===== src/rtl/sram_pkg.sv =====
// sram_pkg: shared FSM state encoding, default widths and watchdog limit for the SRAM arbiter
package sram_pkg;
    typedef enum logic [1:0] {IDLE, ISSUE, WAIT_DONE, RESP} state_e;
    localparam int NPORT_DEF = 3;
    localparam int AW_DEF    = 22;
    localparam int DW_DEF    = 32;
    localparam int BW        = 4;
    localparam int TMO_DEF   = 255;
    function automatic int idx_w(input int n);
        return (n > 1) ? $clog2(n) : 1;
    endfunction
endpackage


===== src/rtl/rr_pick.sv =====
// rr_pick: round-robin search from last+1 with wrap (in: req, last; out: one-hot gnt, valid)
module rr_pick #(
    parameter int N  = 3,
    parameter int LW = 2
) (
    input  logic [N-1:0]  req,
    input  logic [LW-1:0] last,
    output logic [N-1:0]  gnt,
    output logic          valid
);
    logic [LW-1:0] k;
    always_comb begin
        gnt   = '0;
        valid = 1'b0;
        k     = '0;
        for (int i = 1; i <= N; i++) begin
            k = LW'((int'(last) + i) % N);
            if (!valid && req[k]) begin
                gnt[k] = 1'b1;
                valid  = 1'b1;
            end
        end
    end
endmodule


===== src/rtl/sram_rr_arbiter.sv =====
// sram_rr_arbiter: round-robin arbiter of NPORT requesters onto one SRAM controller (req_* in, req_ack/req_rdata out, sram_* command out, busy, sticky tmo_err)
module sram_rr_arbiter
    import sram_pkg::*;
#(
    parameter int NPORT = NPORT_DEF,
    parameter int AW    = AW_DEF,
    parameter int DW    = DW_DEF,
    parameter int TMO   = TMO_DEF
) (
    input  logic                clk,
    input  logic                rst,
    input  logic [NPORT-1:0]    req_cs,
    input  logic [NPORT-1:0]    req_we,
    input  logic [NPORT*AW-1:0] req_addr,
    input  logic [NPORT*DW-1:0] req_wdata,
    input  logic [NPORT*BW-1:0] req_bin,
    output logic [NPORT-1:0]    req_ack,
    output logic [NPORT*DW-1:0] req_rdata,
    output logic [AW-1:0]       sram_addr,
    output logic [DW-1:0]       sram_data_write,
    output logic [BW-1:0]       sram_bin,
    output logic                sram_we,
    output logic                sram_cs,
    input  logic [DW-1:0]       sram_data_out,
    input  logic                sram_ready,
    output logic                busy,
    output logic                tmo_err
);
    localparam int LW = idx_w(NPORT);
    localparam int CW = $clog2(TMO + 1);

    state_e              state_q, state_d;
    logic [LW-1:0]       last_q, last_d, gnt_q, gnt_d, pick_idx;
    logic                just_q, just_d, cs_q, cs_d, we_q, we_d, tmo_q, tmo_d;
    logic [CW-1:0]       wd_q, wd_d;
    logic [AW-1:0]       addr_q, addr_d;
    logic [DW-1:0]       wdat_q, wdat_d;
    logic [BW-1:0]       bin_q, bin_d;
    logic [NPORT-1:0]    ack_q, ack_d, req_m, pick_oh;
    logic [DW-1:0]       rdata_q [NPORT];
    logic [DW-1:0]       rdata_d [NPORT];
    logic                pick_vld, wd_hit;

    // the port acked last cycle sits out the IDLE cycle that follows its ack
    assign req_m  = req_cs & ~(just_q ? (NPORT'(1) << last_q) : '0);
    assign wd_hit = (wd_q == CW'(TMO - 1));

    rr_pick #(.N(NPORT), .LW(LW)) u_pick (
        .req   (req_m),
        .last  (last_q),
        .gnt   (pick_oh),
        .valid (pick_vld)
    );

    always_comb begin
        pick_idx = '0;
        for (int i = 0; i < NPORT; i++) if (pick_oh[i]) pick_idx = LW'(i);
    end

    always_comb begin
        state_d = state_q;
        last_d  = last_q;
        gnt_d   = gnt_q;
        just_d  = 1'b0;
        cs_d    = cs_q;
        we_d    = we_q;
        tmo_d   = tmo_q;
        wd_d    = wd_q;
        addr_d  = addr_q;
        wdat_d  = wdat_q;
        bin_d   = bin_q;
        ack_d   = '0;
        rdata_d = rdata_q;
        case (state_q)
            IDLE: if (pick_vld && sram_ready) begin
                gnt_d   = pick_idx;
                we_d    = req_we[pick_idx];
                addr_d  = req_addr[int'(pick_idx)*AW +: AW];
                wdat_d  = req_wdata[int'(pick_idx)*DW +: DW];
                bin_d   = req_bin[int'(pick_idx)*BW +: BW];
                cs_d    = 1'b1;
                wd_d    = '0;
                state_d = ISSUE;
            end
            ISSUE: begin
                wd_d = wd_q + CW'(1);
                if (!sram_ready) begin
                    cs_d    = 1'b0;
                    state_d = WAIT_DONE;
                end else if (wd_hit) begin
                    tmo_d        = 1'b1;
                    cs_d         = 1'b0;
                    ack_d[gnt_q] = 1'b1;
                    state_d      = RESP;
                end
            end
            WAIT_DONE: begin
                wd_d = wd_q + CW'(1);
                if (sram_ready) begin
                    if (!we_q) rdata_d[gnt_q] = sram_data_out;
                    ack_d[gnt_q] = 1'b1;
                    state_d      = RESP;
                end else if (wd_hit) begin
                    tmo_d        = 1'b1;
                    ack_d[gnt_q] = 1'b1;
                    state_d      = RESP;
                end
            end
            RESP: begin
                last_d  = gnt_q;
                just_d  = 1'b1;
                wd_d    = '0;
                state_d = IDLE;
            end
        endcase
    end

    always_ff @(posedge clk or negedge rst) begin
        if (!rst) begin
            state_q <= IDLE;
            last_q  <= LW'(NPORT - 1);
            gnt_q   <= '0;
            just_q  <= 1'b0;
            cs_q    <= 1'b0;
            we_q    <= 1'b0;
            tmo_q   <= 1'b0;
            wd_q    <= '0;
            addr_q  <= '0;
            wdat_q  <= '0;
            bin_q   <= '0;
            ack_q   <= '0;
            rdata_q <= '{default: '0};
        end else begin
            state_q <= state_d;
            last_q  <= last_d;
            gnt_q   <= gnt_d;
            just_q  <= just_d;
            cs_q    <= cs_d;
            we_q    <= we_d;
            tmo_q   <= tmo_d;
            wd_q    <= wd_d;
            addr_q  <= addr_d;
            wdat_q  <= wdat_d;
            bin_q   <= bin_d;
            ack_q   <= ack_d;
            rdata_q <= rdata_d;
        end
    end

    for (genvar g = 0; g < NPORT; g++) begin : g_rd
        assign req_rdata[g*DW +: DW] = rdata_q[g];
    end

    assign req_ack         = ack_q;
    assign sram_addr       = addr_q;
    assign sram_data_write = wdat_q;
    assign sram_bin        = bin_q;
    assign sram_we         = we_q;
    assign sram_cs         = cs_q;
    assign busy            = (state_q != IDLE);
    assign tmo_err         = tmo_q;
endmodule


===== config.mk =====
export PLATFORM = sky130hd
export DESIGN_NAME = sram_rr_arbiter
export DESIGN_NICKNAME = d
export VERILOG_FILES = /design/src/rtl/sram_pkg.sv /design/src/rtl/rr_pick.sv /design/src/rtl/sram_rr_arbiter.sv
export SDC_FILE = /design/constraint.sdc
export NUM_CORES = 1
export LEC_CHECK = 0
export BUFFER_PORTS_ARGS = -buffer_cell sky130_fd_sc_hd__buf_2
export CORE_AREA = 4 4 142 144
export CTS_CLUSTER_DIAMETER = 50
export DETAILED_ROUTE_END_ITERATION = 6
export DIE_AREA = 0 0 146 148
export PLACE_DENSITY = 0.75
export SYNTH_ARGS = -nofsm -noshare
export SYNTH_HDL_FRONTEND = slang
export SYNTH_HIERARCHICAL = 1
export SYNTH_SLANG_ARGS = --single-unit

===== constraint.sdc =====
create_clock -name clk -period 3.69 [get_ports clk]
set_clock_uncertainty 0.1 [all_clocks]
set_input_delay 0 -clock clk [delete_from_list [all_inputs] [get_ports clk]]
set_output_delay 0 -clock clk [all_outputs]
set_load 0.02 [all_outputs]

# --- Yosys cells after proc, flatten, opt, wreduce, memory -nomap -nowiden ---
# Index checks and enable logic that the tools add are counted.
classes:
  shifts: 4
  add_sub_neg: 4
  n_mul: 1
  n_lt_le_gt_ge: 11
  reduce_logical: 19
  n_mux: 48
  eq_ne: 8
  bitwise: 6
  n_div: 3
op_table:
  columns: ["op", "n"]
  rows:
  - ["96-bit bitwise mux", 1]
  - ["32-bit by 3-bit remainder unit with 32-bit output, second input constant", 3]
  - ["96-bit by 8-bit variable part select with 32-bit output", 1]
  - ["66-bit by 8-bit variable part select with 22-bit output", 1]
  - ["32-bit demux with 2-bit select", 1]
  - ["32-bit 2-to-1 mux", 1]
  - ["8-bit one-hot mux with 3 select lines", 1]
  - ["3-bit 2-to-1 mux", 7]
  - ["1-bit 2-to-1 mux", 19]
  - ["2-bit by 3-bit less-than comparator with 1-bit output, second input constant", 5]
  - ["12-bit by 5-bit variable part select with 4-bit output", 1]
  - ["2-bit 2-to-1 mux", 5]
  - ["3-bit AND reduction", 3]
  - ["8-bit by 1-bit adder with 8-bit output, second input constant", 1]
  - ["1-bit binary-select mux with 2-bit select", 4]
  - ["1-bit demux with 2-bit select", 4]
  - ["8-bit equality test, second input constant", 1]
  - ["2-bit by 1-bit greater-or-equal comparator with 1-bit output, second input constant", 4]
  - ["1-bit logical AND", 8]
  - ["8-bit 2-to-1 mux", 1]
  - ["2-bit one-hot mux with 4 select lines", 1]
  - ["2-bit by 2-bit adder with 3-bit output, second input constant", 2]
  - ["2-bit by 4-bit multiplier with 6-bit output, second input constant", 1]
  - ["2-bit != test, second input constant", 3]
  - ["other kinds (19)", 25]
totals:
  latchBits: 0
  ramBits: 0
  out_inout_bits: 161
  ff_bits: 175
  romBits: 0
  memories: 0
  elab_cells: 119

# --- Depth between registers and ports, before layout ---
depth:
  depth_word: 17
  ltp_mapped: 13

# --- Modules after synthesis ---
# Netlist, hierarchy kept.
by_module_without_submodules:
  columns: ["module", "cells_per_inst", "area_per_inst_um2", "n_inst", "seq_area_each_um2"]
  rows:
  - ["sram_rr_arbiter", 704, 8013.9, 1, 4380.5]
  - ["rr_pick", 39, 267.8, 1, 0.0]

# --- Worst setup path before layout ---
# OpenSTA, ideal clock, no wires.
synth_timing:
  path_kind: "reg-to-reg"
  from: "reg last_q[1]"
  to: "reg addr_q[20] (netlist: sram_addr[20])"
  arrival_time_ns: 2.477
  n_path_buf: 2
  path_stages_with_launch: 11
  path_slack_ns: 0.980
  setup_time_ns: 0.133
  cell_sequence: "dfstp_2 > nor2b_1 > a21boi_0 > mux2i_1 > o22a_1 > o32ai_2 > clkbuf_1 > clkbuf_1 > nor2_1 > a21oi_1 > o21ai_0"
synth_via:
  elab_cells_between_ends: 49
  classes_between: "add/sub: 3; mul: 1; div: 3; order compare: 6; shift: 2; mux: 21; bitwise: 4; reduce/logical: 9"
synth_lines:
  columns: ["item", "line_no", "text"]
  rows:
  - ["start, declared", "sram_rr_arbiter.sv:33", "logic [LW-1:0] last_q, last_d, gnt_q, gnt_d, pick_idx;"]
  - ["start signal, assigned", "sram_rr_arbiter.sv:121", "last_q <= LW'(NPORT - 1);"]
  - ["start signal, assigned", "sram_rr_arbiter.sv:135", "last_q <= last_d;"]
  - ["1-bit by 2-bit left shift with 3-bit output *", "sram_rr_arbiter.sv:45", "assign req_m = req_cs & ~(just_q ? (NPORT'(1) << last_q) : '0);"]
  - ["3-bit 2-to-1 mux *", "sram_rr_arbiter.sv:45", null]
  - ["3-bit inverter *", "sram_rr_arbiter.sv:45", null]
  - ["3-bit AND *", "sram_rr_arbiter.sv:45", null]
  - ["named net req_m[1]", "sram_rr_arbiter.sv:39", "logic [NPORT-1:0] ack_q, ack_d, req_m, pick_oh;"]
  - ["1-bit binary-select mux with 2-bit select", "rr_pick.sv:18", "if (!valid && req[k]) begin"]
  - ["1-bit 2-to-1 mux (implied by the code)", "rr_pick.sv:18", null]
  - ["1-bit 2-to-1 mux", "rr_pick.sv:18", null]
  - ["(+2 left out)", null, null]
  - ["1-bit 2-to-1 mux", "rr_pick.sv:18", null]
  - ["1-bit logical NOT", "rr_pick.sv:18", null]
  - ["1-bit logical AND", "rr_pick.sv:18", null]
  - ["3-bit 2-to-1 mux *", "rr_pick.sv:18", null]
  - ["2-bit 2-to-1 mux *", "sram_rr_arbiter.sv:57", "for (int i = 0; i < NPORT; i++) if (pick_oh[i]) pick_idx = LW'(i);"]
  - ["named net pick_idx[1]", "sram_rr_arbiter.sv:33", null]
  - ["2-bit by 4-bit multiplier with 6-bit output *", "sram_rr_arbiter.sv:78", "addr_d = req_addr[int'(pick_idx)*AW +: AW];"]
  - ["66-bit by 8-bit variable part select with 22-bit output *", "sram_rr_arbiter.sv:78", null]
  - ["end signal, assigned", "sram_rr_arbiter.sv:142", "addr_q <= addr_d;"]
  - ["end, declared", "sram_rr_arbiter.sv:36", "logic [AW-1:0] addr_q, addr_d;"]
# Mark *: on every way through the listed nets, which the timed path passes. The rest lies on a longest branch. The select of a mux whose other input is x is not followed.
# A chain may end at the register's enable or synchronous reset.

# --- Worst setup path in the final report ---
layout_timing:
  from: "reg last_q[0]"
  to: "reg addr_q[10] (netlist: sram_addr[10])"
layout_via:
  elab_chain_len: 17
  elab_cells_between_ends: 49
  classes_between: "add/sub: 3; mul: 1; div: 3; order compare: 6; shift: 2; mux: 21; bitwise: 4; reduce/logical: 9"
layout_lines:
  columns: ["item", "line_no"]
  rows:
  - ["branches (longest 12 deep; another with 32-bit by 3-bit remainder unit with 32-bit output)", null]
  - ["3-bit 2-to-1 mux *", "rr_pick.sv:18"]
  - ["named net pick_oh[1]", "sram_rr_arbiter.sv:39"]
  - ["1-bit 2-to-1 mux *", "sram_rr_arbiter.sv:57"]
  - ["2-bit 2-to-1 mux *", "sram_rr_arbiter.sv:57"]
  - ["2-bit by 4-bit multiplier with 6-bit output *", "sram_rr_arbiter.sv:78"]
  - ["66-bit by 8-bit variable part select with 22-bit output *", "sram_rr_arbiter.sv:78"]
# Mark *: on every way through the listed nets, which the timed path passes. The select of a mux whose other input is x is not followed.

==> results.txt <==
For this run, the slowest stage of the critical path takes 570 ps. After synthesis the cells add up to 8250 um2. The clock period minus final worst setup slack came out at roughly 3500 ps.

The flow ran to the end, and the final reports show no timing, DRC or antenna violations. The pin count of the biggest net entering global routing is 108. The count of standard-cell rows came out at 50.

CTS placed an instance of sky130_fd_sc_hd__clkbuf_16 at the clock tree root. The worst setup path is launched from a flop. The TritonCTS clock tree is built.

The clock insertion delay at the later pin of the skew report is roughly 420 ps. The count of yosys warnings during synthesis is 6. In this run, placement finished with an instance count of 1,313.

The maximum operating frequency came out at roughly 0.29 GHz. Across all hold checks on the routed design, the worst slack comes to 191 ps. Broken down by cell family, the worst path's largest delay share belongs to buffers and inverters. The classification of the worst-slack hold path is input pin to async pin.

The initial standard-cell utilization of the core is 0.441. The first global-routing pass estimated 42,400 um of wire. The number of buffers created by CTS came out at 17. The post-CTS setup buffer count came out at 0. After detailed routing, the average wire length per cell comes to 18.2 um. Compared with the post-synthesis result, the final layout area differs by 51.3%. Along the worst path, the maximum fanout reaches 20. In the final timing run, aggregate negative setup slack is 0 ps.

The number of endpoints with negative hold slack in the final report is 0. The routed layout has 7,713 vias. The die outline width is ~150 um. The placed wire-length estimate after detailed placement came out at 18,300 um.

The post-detailed-routing wire length is 27,200 um. Power spread over the standard cell area amounts to 875 nW/um2. The number of buffers and inverters on the critical path is 3. The minimum setup slack in the final design is 225 ps. Setup repair after global routing left no endpoint under its margin. Data on the critical path arrives at its endpoint at 3660 ps. The final weighted congestion in routability-driven placement came out at 0.895. The level count of the clock H-tree came out at 4. The number of design rule violations left after detail routing is 0. The worst-case IR drop observed on VDD is 0.544 mV.

The critical path in this run is classified as flop to flop. The count of nets left with antenna violations after detail routing came out at 0. For this block, the initial DRC count from the detailed router was 255. At the pin with the least slew margin, the transition time is 1170 ps. The leading cell type in the layout, fill and taps excluded is sky130_fd_sc_hd__buf_2.

The final standard cell count with taps included and fillers excluded came out at about 1,500. The final count of negative-setup-slack endpoints came out at 0. After clock tree synthesis, the clock-pin slew on the worst setup and hold paths is 70 ps. In the layout the commonest cells are sky130_fd_sc_hd__buf_2, sky130_fd_sc_hd__dfrtp_1, sky130_fd_sc_hd__dlygate4sd3_1. STA classifies the critical path endpoint as a flop. The final global-route overflow total came out at 0.

The final count of pins violating max slew is 0. The worst max-slew margin expressed relative to the limit came out at 0.221. The leakage power summed over all cells is 6.41 nW. The number of global-route vias before repair came out at 7,906. Buffers placed on the I/O ports in this run total 375. After the last flow step, the layout net total stands at 1,476. The placeable core area is ~19,000 um2.

Walking the worst path, the cells encountered are inv_1, ha_1, mux2i_1, nand2_1, a21oi_1, o21a_4, buf_12, mux2i_1, nor2_1, a21oi_1, dlygate4sd3_1, o21ai_0. Counting along the longest clock path gives a buffer depth of 2. Clock tree synthesis found a total of roughly 180 sinks. The initial antenna violation count was 3.

The average instance area after synthesis is 11.2 um2. The post-synthesis net count is between 900 and 1,000. The period utilization is 0.939. From bottom edge to top edge, the die measures 148 um. The proportion of layout cells with a drive suffix above 1 is 0.420.

The slowest stage of the critical path is the sky130_fd_sc_hd__dlygate4sd3_1 cell. The top-level port count came out at 376. Dividing the detail-routed via count by the number of cells gives 5.15. The detailed-router iteration count before antenna repair came out at 5. The required time of the critical path is 3890 ps. For this run, the total global-route usage over all layers was measured as 0.246. The cell count after synthesis came out at 737. The max-capacitance violation count is 0. The minimum setup slack after placement came out at 662 ps. The die area came out at 21,600 um2.
flip-flops by register name, indices dropped and copies added, names as in the netlist:
register,count
sram_bin,4
last_q,2
just_q,1
req_rdata,96
sram_data_write,32
gnt_q,2
sram_we,1
sram_addr,22
wd_q,8
tmo_err,1
sram_cs,1
state_q,2
req_ack,3
power breakdown:
part	switching [mW]	internal, mW	leakage [nW]
registers	0.483	2.75	2.23
logic	3.26	2.68	3.91
clock network	0.842	0.899	0.269
metal layers:
layer,share of wire,GRT usage,routed length [um]
met1,0.39,0.281,10600
met2,0.49,0.426,13400
met3,0.063,0.0549,1720
met4,0.055,0.142,1500
met5,0.00026,0,7
timing repair:
| action | 4_1_cts | 5_1_grt |
|---|---|---|
| hold endpoints to repair | 264 | 0 |
| hold buffers | 152 | 0 |
| gates resized for setup | 0 | 1 |
| setup endpoints to repair | 0 | 14 |
worst register-to-register path: cells and delay by family (launching register included):
| family | cells | cell delay [ps] |
|---|---|---|
| compound gates | 4 | 780 |
| buf+inv | 3 | 910 |
| mux | 2 | 540 |
| fa+ha+maj | 1 | 460 |
| simple gates | 2 | 140 |
| flops | 1 | 420 |
final cells by class:
type / count / area, um2
Antenna cell: 2 / 5.00
Clock buffer: 17 / 425
Inverter: 12 / 45.0
Timing Repair Buffer: 540 / 3550
Fill cell: 1326 / 6230
Tap cell: 234 / 293
Clock inverter: 15 / 151
Multi-Input combinational cell: 504 / 3620
Sequential cell: 175 / 4380
metrics by stage:
step	power, mW	utilization	cell area [um2]
floorplan	6.64	-	8250
global placement	8.22	0.555	10400
detailed placement	8.36	0.555	10400
CTS	10.9	0.667	12500
global route	11.6	0.667	12500
finish	10.9	0.667	12500
final timing paths:
check                                      start                        endpoint  slack (ps)  cells after the start
setup / recovery           last_q[0]$_DFFE_PN0P_       sram_addr[10]$_DFFE_PN0P_         230                     12
min in group clk               sram_data_out[12]       req_rdata[44]$_DFFE_PN0P_         280                      3
max in group asynchronous                    rst  sram_data_write[9]$_DFFE_PN0P_        2390                      3
hold / removal                               rst       req_rdata[92]$_DFFE_PN0P_         190                      2
setup reg to reg           last_q[0]$_DFFE_PN0P_       sram_addr[10]$_DFFE_PN0P_         230                     12
hold reg to reg              tmo_err$_DFFE_PN0P_             tmo_err$_DFFE_PN0P_         380                      1
Power figures use the tool's default switching activity.
